--- config.mk ---
export PLATFORM = sky130hd
export DESIGN_NAME = decode_execute_stage
export DESIGN_NICKNAME = d
export VERILOG_FILES = /design/src/rtl/pipeline_pkg.sv /design/src/rtl/load_use_detector.sv /design/src/rtl/decode_execute_stage.sv
export SDC_FILE = /design/constraint.sdc
export NUM_CORES = 1
export LEC_CHECK = 0
export BUFFER_PORTS_ARGS = -buffer_cell sky130_fd_sc_hd__buf_2
export CORE_MARGIN = 5
export CORE_UTILIZATION = 47
export DETAILED_ROUTE_END_ITERATION = 6
export PLACE_DENSITY = 0.82
export SYNTH_ARGS = -nofsm -noshare
export SYNTH_HDL_FRONTEND = slang
export SYNTH_SLANG_ARGS = --single-unit
--- constraint.sdc ---
create_clock -name clk -period 2.09 [get_ports clk]
set_input_delay 0.418 -clock clk [delete_from_list [all_inputs] [get_ports clk]]
set_output_delay 0.418 -clock clk [all_outputs]
set_load 0.02 [all_outputs]
--- src/rtl/pipeline_pkg.sv ---
// Shared pipeline definitions: the decoded control bundle carried between
// stages, its all-zero bubble value and a saturating counter helper.
package pipeline_pkg;

    localparam int ALU_CTRL_W = 3;

    typedef struct packed {
        logic                  reg_write;
        logic                  alu_src;
        logic                  mem_write;
        logic                  result_src;
        logic                  branch;
        logic [ALU_CTRL_W-1:0] alu_control;
    } ctrl_bundle_t;

    localparam ctrl_bundle_t CTRL_BUBBLE = '0;

    // Increment that sticks at all-ones instead of wrapping.
    function automatic logic [31:0] sat_inc(input logic [31:0] value);
        return (value == 32'hFFFF_FFFF) ? value : value + 32'd1;
    endfunction

endpackage

--- src/rtl/load_use_detector.sv ---
// Load-use hazard detector. Flags when the instruction in execute is a load
// whose destination is a source the decode instruction actually reads.
// Purely combinational so the forwarding unit can share it.
module load_use_detector #(
    parameter int REG_AW = 4
) (
    input  logic              ex_valid,
    input  logic              ex_reg_write,
    input  logic              ex_result_src,
    input  logic [REG_AW-1:0] ex_rd,
    input  logic [REG_AW-1:0] id_rs1,
    input  logic [REG_AW-1:0] id_rs2,
    input  logic              id_use_rs1,
    input  logic              id_use_rs2,
    output logic              hz
);

    logic ex_is_load;
    logic rs1_match;
    logic rs2_match;

    // Register zero is compared like any other register.
    always_comb begin
        ex_is_load = ex_valid & ex_reg_write & ex_result_src;
        rs1_match  = id_use_rs1 & (id_rs1 == ex_rd);
        rs2_match  = id_use_rs2 & (id_rs2 == ex_rd);
        hz         = ex_is_load & (rs1_match | rs2_match);
    end

endmodule

--- src/rtl/decode_execute_stage.sv ---
// Decode/execute pipeline register with load-use bubble insertion, branch
// flush and execute back-pressure hold.
// Optional performance counters are compiled in with DECODE_EXECUTE_PERF_EN.
//
// Handshake: a decode instruction is transferred on a rising edge where
// id_valid & id_ready are both 1 and flush is 0. id_ready is combinational,
// never depends on id_valid, and is 1 during flush because the decode
// instruction is then consumed and discarded. Toward execute, ex_valid=1 with
// ex_ready=0 holds every ex_* output stable until ex_ready rises.
module decode_execute_stage
    import pipeline_pkg::*;
#(
    parameter int DATA_W = 32,
    parameter int REG_AW = 4
) (
    input  logic                  clk,
    input  logic                  rst,
    input  logic                  id_valid,
    output logic                  id_ready,
    input  logic                  id_reg_write,
    input  logic                  id_alu_src,
    input  logic                  id_mem_write,
    input  logic                  id_result_src,
    input  logic                  id_branch,
    input  logic [ALU_CTRL_W-1:0] id_alu_control,
    input  logic [DATA_W-1:0]     id_pc,
    input  logic [DATA_W-1:0]     id_rd1,
    input  logic [DATA_W-1:0]     id_rd2,
    input  logic [DATA_W-1:0]     id_imm_ext,
    input  logic [REG_AW-1:0]     id_rs1,
    input  logic [REG_AW-1:0]     id_rs2,
    input  logic [REG_AW-1:0]     id_rd,
    input  logic                  id_use_rs1,
    input  logic                  id_use_rs2,
    input  logic                  flush,
    input  logic                  ex_ready,
    output logic                  ex_valid,
    output logic                  ex_reg_write,
    output logic                  ex_alu_src,
    output logic                  ex_mem_write,
    output logic                  ex_result_src,
    output logic                  ex_branch,
    output logic [ALU_CTRL_W-1:0] ex_alu_control,
    output logic [DATA_W-1:0]     ex_pc,
    output logic [DATA_W-1:0]     ex_rd1,
    output logic [DATA_W-1:0]     ex_rd2,
    output logic [DATA_W-1:0]     ex_imm_ext,
    output logic [REG_AW-1:0]     ex_rs1,
    output logic [REG_AW-1:0]     ex_rs2,
    output logic [REG_AW-1:0]     ex_rd
`ifdef DECODE_EXECUTE_PERF_EN
    ,
    output logic [31:0]           perf_stall_cnt,
    output logic [31:0]           perf_flush_cnt,
    output logic [31:0]           perf_bubble_cnt
`endif
);

    ctrl_bundle_t ctrl_q;
    ctrl_bundle_t id_ctrl;
    logic         valid_q;
    logic         hz;
    logic         adv;
    logic         load_bubble;

    load_use_detector #(
        .REG_AW(REG_AW)
    ) u_load_use_detector (
        .ex_valid     (valid_q),
        .ex_reg_write (ctrl_q.reg_write),
        .ex_result_src(ctrl_q.result_src),
        .ex_rd        (ex_rd),
        .id_rs1       (id_rs1),
        .id_rs2       (id_rs2),
        .id_use_rs1   (id_use_rs1),
        .id_use_rs2   (id_use_rs2),
        .hz           (hz)
    );

    // Advance, ready and bubble decisions for the coming edge.
    always_comb begin
        id_ctrl.reg_write   = id_reg_write;
        id_ctrl.alu_src     = id_alu_src;
        id_ctrl.mem_write   = id_mem_write;
        id_ctrl.result_src  = id_result_src;
        id_ctrl.branch      = id_branch;
        id_ctrl.alu_control = id_alu_control;
        adv         = ex_ready | ~valid_q;
        id_ready    = ~rst & (flush | (~hz & adv));
        load_bubble = flush | (adv & (hz | ~id_valid));
    end

    // Pipeline register: rst > flush > hold > hazard bubble > capture > empty bubble.
    // Bubbles clear only valid and controls; data and addresses keep their value.
    always_ff @(posedge clk) begin
        if (rst) begin
            valid_q    <= 1'b0;
            ctrl_q     <= CTRL_BUBBLE;
            ex_pc      <= '0;
            ex_rd1     <= '0;
            ex_rd2     <= '0;
            ex_imm_ext <= '0;
            ex_rs1     <= '0;
            ex_rs2     <= '0;
            ex_rd      <= '0;
        end else if (flush) begin
            valid_q <= 1'b0;
            ctrl_q  <= CTRL_BUBBLE;
        end else if (!adv) begin
            valid_q <= valid_q;
        end else if (hz || !id_valid) begin
            valid_q <= 1'b0;
            ctrl_q  <= CTRL_BUBBLE;
        end else begin
            valid_q    <= 1'b1;
            ctrl_q     <= id_ctrl;
            ex_pc      <= id_pc;
            ex_rd1     <= id_rd1;
            ex_rd2     <= id_rd2;
            ex_imm_ext <= id_imm_ext;
            ex_rs1     <= id_rs1;
            ex_rs2     <= id_rs2;
            ex_rd      <= id_rd;
        end
    end

    always_comb begin
        ex_valid       = valid_q;
        ex_reg_write   = ctrl_q.reg_write;
        ex_alu_src     = ctrl_q.alu_src;
        ex_mem_write   = ctrl_q.mem_write;
        ex_result_src  = ctrl_q.result_src;
        ex_branch      = ctrl_q.branch;
        ex_alu_control = ctrl_q.alu_control;
    end

`ifdef DECODE_EXECUTE_PERF_EN
    // Saturating event counters for stalls, flushes and bubbles.
    always_ff @(posedge clk) begin
        if (rst) begin
            perf_stall_cnt  <= '0;
            perf_flush_cnt  <= '0;
            perf_bubble_cnt <= '0;
        end else begin
            if (hz && adv)   perf_stall_cnt  <= sat_inc(perf_stall_cnt);
            if (flush)       perf_flush_cnt  <= sat_inc(perf_flush_cnt);
            if (load_bubble) perf_bubble_cnt <= sat_inc(perf_bubble_cnt);
        end
    end
`endif

endmodule

Word level (Yosys, flattened, before mapping)
Index checks and enable logic that the tools add are counted.

word-level totals
  output and inout bits = 150
  memories = 0
  register bits = 149
  input bits = 155
  latch bits = 0
  bits in writable memories = 0
  ROM bits = 0

operators by class
  muxes and demuxes = 2
  divide/modulo/power cells = 0
  bitwise logic cells = 15
  magnitude comparators = 0
  $mul = 0
  reduce and logical (&&, ||, !) cells = 4
  add/subtract/negate cells = 0
  shift-type cells = 0
  eq/ne operators = 2

operator list
  cell              number
  $eq 4x4->1        2
  $mux 8            1
  $and 1x1->1       7
  $not 1->1         5
  $or 1x1->1        3
  $reduce_and 3->1  1
  $reduce_or 2->1   1
  $logic_not 1->1   1
  $logic_or 1x1->1  1
  $mux 1            1

Depth between registers and ports, before layout
Gate-level depths: netlist (run 1).

  word-level depth = 8
  gate-level depth with buffers = 8

By module
A second synthesis (run 1) with hierarchy kept.

second synthesis, totals
  cell total of the unflattened synthesis = 729
  area, all modules = 6,792.8 um^2

modules (own cells, without submodules)
  module                sequential area each (um^2)  area an instance (um^2)  instances  cells each
  decode_execute_stage  2,982.9                      6,690.2                  1          715
  load_use_detector     0.0                          102.6                    1          14

Least setup slack after synthesis (run 1)
Ideal clock, no wire load.

  path kind = register to register
  start point = register ex_rd[2]
  end point = register ex_imm_ext[10]
  stages on the path, launching flop included = 9
  setup time = 0.072 ns
  path buffers = 3
  arrival = 1.645 ns
  clock period less this slack = 1.716 ns
  slack = 0.374 ns
  path through = dfxtp_1 -> xnor2_1 -> nand4_1 -> o22ai_2 -> nor4b_2 -> buf_4 -> buf_12 -> buf_12 -> mux2i_1

between the ends
  longest elaborated chain between the ends = 7

RTL lines
  item                                   RTL line                                          source
  start, declared                        decode_execute_stage.sv:50                        output logic [REG_AW-1:0] ex_rd
  start signal, assigned                 decode_execute_stage.sv:123                       ex_rd <= id_rd;
  $eq 4x4->1, on equally long branches   load_use_detector.sv:25, load_use_detector.sv:26
  $and 1x1->1, on equally long branches  load_use_detector.sv:25, load_use_detector.sv:26
  $or 1x1->1 *                           load_use_detector.sv:27                           hz = ex_is_load & (rs1_match | rs2_match);
  $and 1x1->1 *                          load_use_detector.sv:27
  $logic_or 1x1->1 *                     decode_execute_stage.sv:111                       end else if (hz || !id_valid) begin
  $not 1->1 (no source line) *           -
  $reduce_and 3->1 (no source line) *    -
  end signal, assigned                   decode_execute_stage.sv:120                       ex_imm_ext <= id_imm_ext;
  end, declared                          decode_execute_stage.sv:47                        output logic [DATA_W-1:0] ex_imm_ext,

Every way passes the cells marked *; elsewhere a longest branch is shown, timed or not.
A chain may end at the register's enable or synchronous reset.

Worst setup path after layout (run 1)
  start point = register ex_rd[2]
  end point = output port id_ready

between the ends
  longest elaborated chain between the ends = 8

RTL lines
  item                                   RTL line                                          source
  $eq 4x4->1, on equally long branches   load_use_detector.sv:25, load_use_detector.sv:26
  $and 1x1->1, on equally long branches  load_use_detector.sv:25, load_use_detector.sv:26
  $or 1x1->1 *                           load_use_detector.sv:27
  $and 1x1->1 *                          load_use_detector.sv:27
  $not 1->1 *                            decode_execute_stage.sv:89                        id_ready = ~rst & (flush | (~hz & adv));
  $and 1x1->1 *                          decode_execute_stage.sv:89
  $or 1x1->1 *                           decode_execute_stage.sv:89
  $and 1x1->1 *                          decode_execute_stage.sv:89
  end, declared                          decode_execute_stage.sv:19                        output logic id_ready,

Marks and branches as above.

==> results of run 1 <==
power by group through the flow:
stage          sequential (mW)  clock, mW  combinational, mW
2_1_floorplan             3.30          0              0.471
3_3_place_gp              3.12          0              0.995
3_5_place_dp              3.12          0               1.01
4_1_cts                   3.06       3.37               1.02
5_1_grt                   3.08       3.52               1.09
6_report                  3.06       3.29               1.01
placed cells by master, fill, tap and decap left out, types with 2 or more instances in the layout:
| master | count |
|---|---|
| buf_2 | 302 |
| nand2b_1 | 281 |
| dfxtp_1 | 143 |
| mux2i_1 | 140 |
| clkbuf_16 | 17 |
| buf_4 | 12 |
| a22o_1 | 8 |
| buf_12 | 6 |
| xnor2_1 | 5 |
| bufinv_16 | 5 |
| xnor2_2 | 3 |
| nand2_1 | 3 |
| clkinv_4 | 3 |
| clkinv_2 | 3 |
| dfxtp_4 | 3 |
| dfxtp_2 | 3 |
| nand4_1 | 2 |
| nor3_1 | 2 |
| clkbuf_1 | 2 |
| clkinvlp_4 | 2 |
cell type report:
type / count / area share (%)
Antenna cell: 1 / 0.0277
Clock buffer: 19 / 4.79
Clock inverter: 13 / 2.28
Inverter: 1 / 0.0415
Multi-Input combinational cell: 452 / 38.0
Sequential cell: 149 / 33.2
Tap cell: 180 / 2.49
Timing Repair Buffer: 321 / 19.2
critical path, stage by stage (launching register included):
cell,delay [ns]
dfxtp_2,0.36
xnor2_1,0.13
nand4_1,0.14
o22ai_2,0.19
nor2b_1,0.09
o21ba_2,0.20
buf_6,0.13
layer usage:
layer,global-route usage [%],vias up
met5,0,-
met4,6.60,0
met3,8.47,14
met2,32.8,185
met1,21.2,2367
li1,-,2684
cell families after synthesis:
kind of cell,after synthesis
and+or+nand+nor,293
DFF,149
muxes,140
buffers and inverters,48
AOI/OAI and AO/OA,11
xor gates and xnor gates,8
sequential cells by signal (all words and copies together), names as in the netlist:
name / count
ex_valid: 1
ex_result_src: 1
ex_rd2: 32
ex_rd: 4
ex_rs2: 4
ex_imm_ext: 32
ex_alu_src: 1
ex_branch: 1
ex_reg_write: 1
ex_mem_write: 1
ex_rd1: 32
ex_rs1: 4
ex_alu_control: 3
ex_pc: 32
timing repair:
action | in CTS | in global routing
hold endpoints to repair | 0 | 0
endpoints found under the setup margin | 1 | 4
pin swaps | 6 | 0
hold buffers | 0 | 0
gates resized for setup | 12 | 3
buffers inserted | 3 | 0
how the worst min path moves through the flow:
stage,start,slack (ns),cells after the start,endpoint
after floorplan,ex_imm_ext[0],0.55,2,ex_imm_ext[0]
after global routing,id_alu_control[0],0.20,2,ex_alu_control[0]
after global placement,ex_branch,0.45,1,ex_branch
final,id_alu_control[0],0.23,2,ex_alu_control[0]
after CTS,id_alu_control[0],0.21,2,ex_alu_control[0]
after detailed placement,ex_alu_control[0],0.45,1,ex_alu_control[0]
metrics by stage:
step                hold WS (ns)  setup slack, ns  TNS [ns]  power (mW)
finish                     0.225           0.0210         0        7.36
global route               0.198          -0.0424   -0.0424        7.69
CTS                        0.205         -0.00223  -0.00223        7.45
detailed placement         0.455          -0.0511    -0.307        4.13
global placement           0.454          -0.0233    -0.174        4.11
floorplan                  0.546            0.374         0        3.77
==> metrics.cfg, run 1 <==
[run_status]
status = finished clean

[yosys]
synthArstFlopShare_pct = 0
synthTopCellsByCount = 281 x nand2b_1, 149 x dfxtp_1, 140 x mux2i_1
syn-mean-instance-area_um2 = 10.4
synth_most_common_cell = nand2b_1
synthCells = 649
synth-adder-area-share_pct = 0
synth_top_family_by_area = simple AND/OR/NAND/NOR gates
synth_mux_area_share_pct = 20.7
yosys_register_bits = 149
yosysSeqAreaShare_pct = 44.1
syn-num-nets = 804
synth-simple-area-share_pct = 27.1
synthXorXnorAreaFrac_pct = 1.04
netlist_area_um2 = 6760
synth_compound_area_share_pct = 1.44
synthTopCellsByArea = dfxtp_1 44%, nand2b_1 26%, mux2i_1 21%, buf_12 3.3%, clkbuf_1 1.7%
yosys_warnings = 0
yosysTopAreaCell = dfxtp_1
synth_edf_count = 0
yosysUniqueCellTypes = 20
yosys.area.top_type_share_pct = 44.1
synth_ff_type = dfxtp_1

[floorplan]
ioPinCount = 305
die_x_um = 130
start_util_pct = 48.3
rows = 43
dieArea_um2 = 16900
die_h_um = 130
core_area_um2 = 14000

[clocking]
cts_made_buffers = 17
cts_max_level = 4
cts_max_path_buffers = 2
clkLatencyLatePin_ns = 0.41
path_clk_slew_ns = 0.06
numClockSinks = 149
cts_tree = done
clockRootBuffer = clkbuf_16

[critical_path]
r2r-start = ex_rd[1]
critPathMaxFanout = 4
endpoint_kind = primary output
cp_data_required_time_ns = 1.67
r2r_slack_ns = 0.10
endpoint = id_ready
r2r_end = ex_result_src
arrival_ns = 1.65
crit_start = ex_rd[2]
worstSetupStartpointType = register
critical_path_class = reg -> out
r2r_cells = 6

[pwr]
p_sw_mw = 1.78
p_leak_nw = 4.19
p_sw_share_pct = 24.2
intPower_mw = 5.58
seqPwrFrac_pct = 41.6
irDropWorstVdd_mv = 0.519
p_comb_share_pct = 13.7
powerDensity_nw_per_um2 = 815
clock_power_share_pct = 44.8

[detailed_routing]
dr_total_vias = 5250
drt_first_iter_violations = 188
wirelength_mm = 16.6
wl_met3_mm = 1.68
routedWlPerCell_um = 14.6
vias_per_cell = 4.62
drt_pre_antenna_iters = 4
wl_met1_mm = 6.42
topRoutingLayerUsed = met4
ant_nets = 0
wl_met2_mm = 8.28
drc = 0

[worst_hold_path]
hp-class = in -> reg

[timing]
fmax_mhz = 483
setup_viol = 0
finalHoldViolCount = 0
worstMarginPinSlew_ns = 1.03
maxSlewHeadroom_pct = 31.1
finalCritPeriodShare_pct = 99.0
drv_slew = 0
fin_worst_skew_ns = 0.00853
min_period_ns = 2.07
rsz0062_at_grt = true

[layout]
nNetsFinal = 1097
finalInstanceArea_um2 = 9040
drive_gt1_share_pct = 38.1
seq_area_um2 = 3000
multi_input_area_um2 = 3430
fin_cells = 1136
final_util_pct = 64.6
fill_cells = 1160
syn_to_final_growth_pct = 33.7

[placed_design]
port_buffers = 304
dpl.cell_count = 1100
hpwl_mm = 12.3
placed_cell_area_um2 = 8320
gp_congestion = 0.781

[global_route]
grt_antenna_before_repair = 0
first_global_vias = 5311
grt_pass1_wl_mm = 25.7
grtUsageTotal_pct = 19.1
grt_overflow_total = 0
grt_max_degree = 162

[job]
cap_violations = 0

No activity file was read; power rests on OpenSTA's default activity.
==> inputs of run 2 (changes only) <==
--- a/config.mk
+++ b/config.mk
@@ -6,7 +6,7 @@
 export NUM_CORES = 1
 export LEC_CHECK = 0
 export BUFFER_PORTS_ARGS = -buffer_cell sky130_fd_sc_hd__buf_2
-export CORE_MARGIN = 5
+export CORE_MARGIN = 4
 export CORE_UTILIZATION = 47
 export DETAILED_ROUTE_END_ITERATION = 6
 export PLACE_DENSITY = 0.82
==> run 2 against run 1 <==
  * Final area down 0.57%
  * Core utilization down 0.37 points
  * Worst setup slack better by 0.0086 ns
  * Critical path depth unchanged
  * Final cell count down 0.35%
  * Flip-flop and latch count unchanged
  * Clock skew up 0.0028 ns
  * Power about the same
  * Die area down 3.1%
  * Non-clock buffer count down 3
  * Critical path type unchanged
==> metrics.cfg, run 2 (synthesis results as in run 1) <==
[detailed_routing]
drt_first_iter_violations = 190  ; +1.1%
drc = 0  ; unchanged
routedWlPerCell_um = 14.3  ; -2.1%
wirelength_mm = 16.2  ; -2.5%
vias_per_cell = 4.64  ; +0.47%
ant_nets = 0  ; unchanged
dr_total_vias = 5256  ; +0.11%
drt_pre_antenna_iters = 4  ; unchanged

[clocking]
numClockSinks = 149  ; unchanged
cts_made_buffers = 17  ; unchanged
cts_max_level = 4  ; unchanged
path_clk_slew_ns = 0.07  ; about the same
cts_max_path_buffers = 2  ; unchanged
cts_tree = done
clkLatencyLatePin_ns = 0.41  ; about the same
postCtsHoldBufs = 0  ; unchanged
clockRootBuffer = clkbuf_16

[critical_path]
cp_data_required_time_ns = 1.67  ; about the same
endpoint_kind = primary output
worstSetupStartpointType = register
arrival_ns = 1.64  ; about the same
critPathMaxFanout = 3  ; -1
critical_path_class = reg -> out

[layout]
nNetsFinal = 1094  ; -0.27%
final_cell_mix = 303 x buf_2, 281 x nand2b_1, 144 x dfxtp_1, 140 x mux2i_1, 17 x clkbuf_16
syn_to_final_growth_pct = 32.9
fin_cells = 1132  ; -0.35%
antenna_cells = 0  ; -1
fill_cells = 1156  ; -0.34%
drive_gt1_share_pct = 37.9  ; -0.20 points
final_common_cell = buf_2

[floorplan]
die_h_um = 128  ; -1.5%
start_util_pct = 48.3  ; unchanged
die_x_um = 128  ; -1.5%
ioPinCount = 305  ; unchanged
core_area_um2 = 14000  ; unchanged
dieArea_um2 = 16400  ; -3.1%
rows = 43  ; unchanged

[global_route]
grtUsageMet3_pct = 7.12  ; -1.3 points
met1_usage_pct = 22.3  ; +1.1 points
grt_busiest_layer = met2
grtUsageTotal_pct = 19.2  ; +0.080 points
grt_pass1_wl_mm = 25.3  ; -1.5%
first_global_vias = 5198  ; -2.1%
grt_overflow_total = 0  ; unchanged
grt_use_met2_pct = 31.7  ; -1.1 points
grt_antenna_before_repair = 0  ; unchanged
grt_max_degree = 142  ; -12%

[pwr]
totalPowerFinal_mw = 7.35  ; about the same
irDropWorstVdd_mv = 0.537  ; +3.4%
powerDensity_nw_per_um2 = 819  ; +0.48%
p_leak_nw = 4.16  ; -0.55%

[placed_design]
gp_congestion = 0.772  ; -1.1%
dpl.cell_count = 1099  ; -0.091%
hpwl_mm = 11.8  ; -4.4%
port_buffers = 304  ; unchanged

[timing]
finalHoldViolCount = 0  ; unchanged
fmax_mhz = 485  ; +0.42%
maxSlewHeadroom_pct = 56.3  ; +25 points
min_period_ns = 2.06  ; -0.00859 ns
finalCritPeriodShare_pct = 98.6  ; -0.41 points
drv_slew = 0  ; unchanged
worstMarginPinSlew_ns = 0.652  ; -0.373 ns
rsz0062_at_grt = true
setup_viol = 0  ; unchanged
fin_worst_skew_ns = 0.0113  ; +0.00276 ns

[job]
cap_violations = 0  ; unchanged

[run_status]
status = finished clean

[worst_hold_path]
hp-class = in -> reg

-- run 2: final cells by class --
cell class	instances	area (um^2)	share of cell area, %
Multi-Input combinational cell	452	3430	38.1
Sequential cell	149	2990	33.3
Timing Repair Buffer	318	1690	18.8
Clock buffer	19	453	5.04
Tap cell	180	225	2.51
Clock inverter	13	195	2.17
Inverter	1	3.75	0.0418
-- run 2: what timing repair did --
item                                   CTS  global route
setup endpoints to repair                1             9
endpoints found under the hold margin    0             0
pin swaps                                1             0
buffers inserted                         1             0
gates resized for setup                  5             3
-- run 2: worst max-delay path, cell delays in order (launching register included) --
cell	delay [ns]
dfxtp_1	0.37
and3_1	0.19
nand2_1	0.07
o22ai_2	0.18
nor2b_1	0.06
o21ba_2	0.19
buf_2	0.16
-- run 2: path summary, 6_finish.rpt --
path	from	end	slack, ns	depth (start not counted)
max	ex_result_src	id_ready	0.03	6
min reg2reg	ex_rd1[15]	ex_rd1[15]	0.46	2
max reg2reg	ex_reg_write	ex_rd1[12]	0.20	8
min	id_alu_control[1]	ex_alu_control[1]	0.22	2
-- run 2: metrics by stage --
| step | hold slack (ns) | instance area (um^2) | setup TNS, ns | worst slack [ns] | utilization [%] |
|---|---|---|---|---|---|
| final | 0.218 | 8980 | 0 | 0.0296 | 64.2 |
| after global routing | 0.194 | 8980 | -0.0767 | -0.0767 | 64.2 |
| after floorplan | 0.546 | 6760 | 0 | 0.374 | - |
| after global placement | 0.455 | 8300 | -0.174 | -0.0242 | 59.4 |
| after detailed placement | 0.453 | 8300 | -0.346 | -0.0501 | 59.4 |
| after CTS | 0.194 | 8970 | 0 | 0.000564 | 64.1 |
-- run 2: per-layer routing --
layer | up-vias | wire [um]
met3 | 34 | 1540
met1 | 2326 | 6540
li1 | 2687 | -
met5 | - | 0
met4 | 0 | 463
met2 | 209 | 7640
-- run 2: report_power, final --
group / switching [mW] / leakage (nW) / internal (mW)
registers: 0.0753 / 1.22 / 2.99
clock network: 1.22 / 0.307 / 2.08
logic: 0.521 / 2.64 / 0.468
total: 1.82 / 4.16 / 5.53
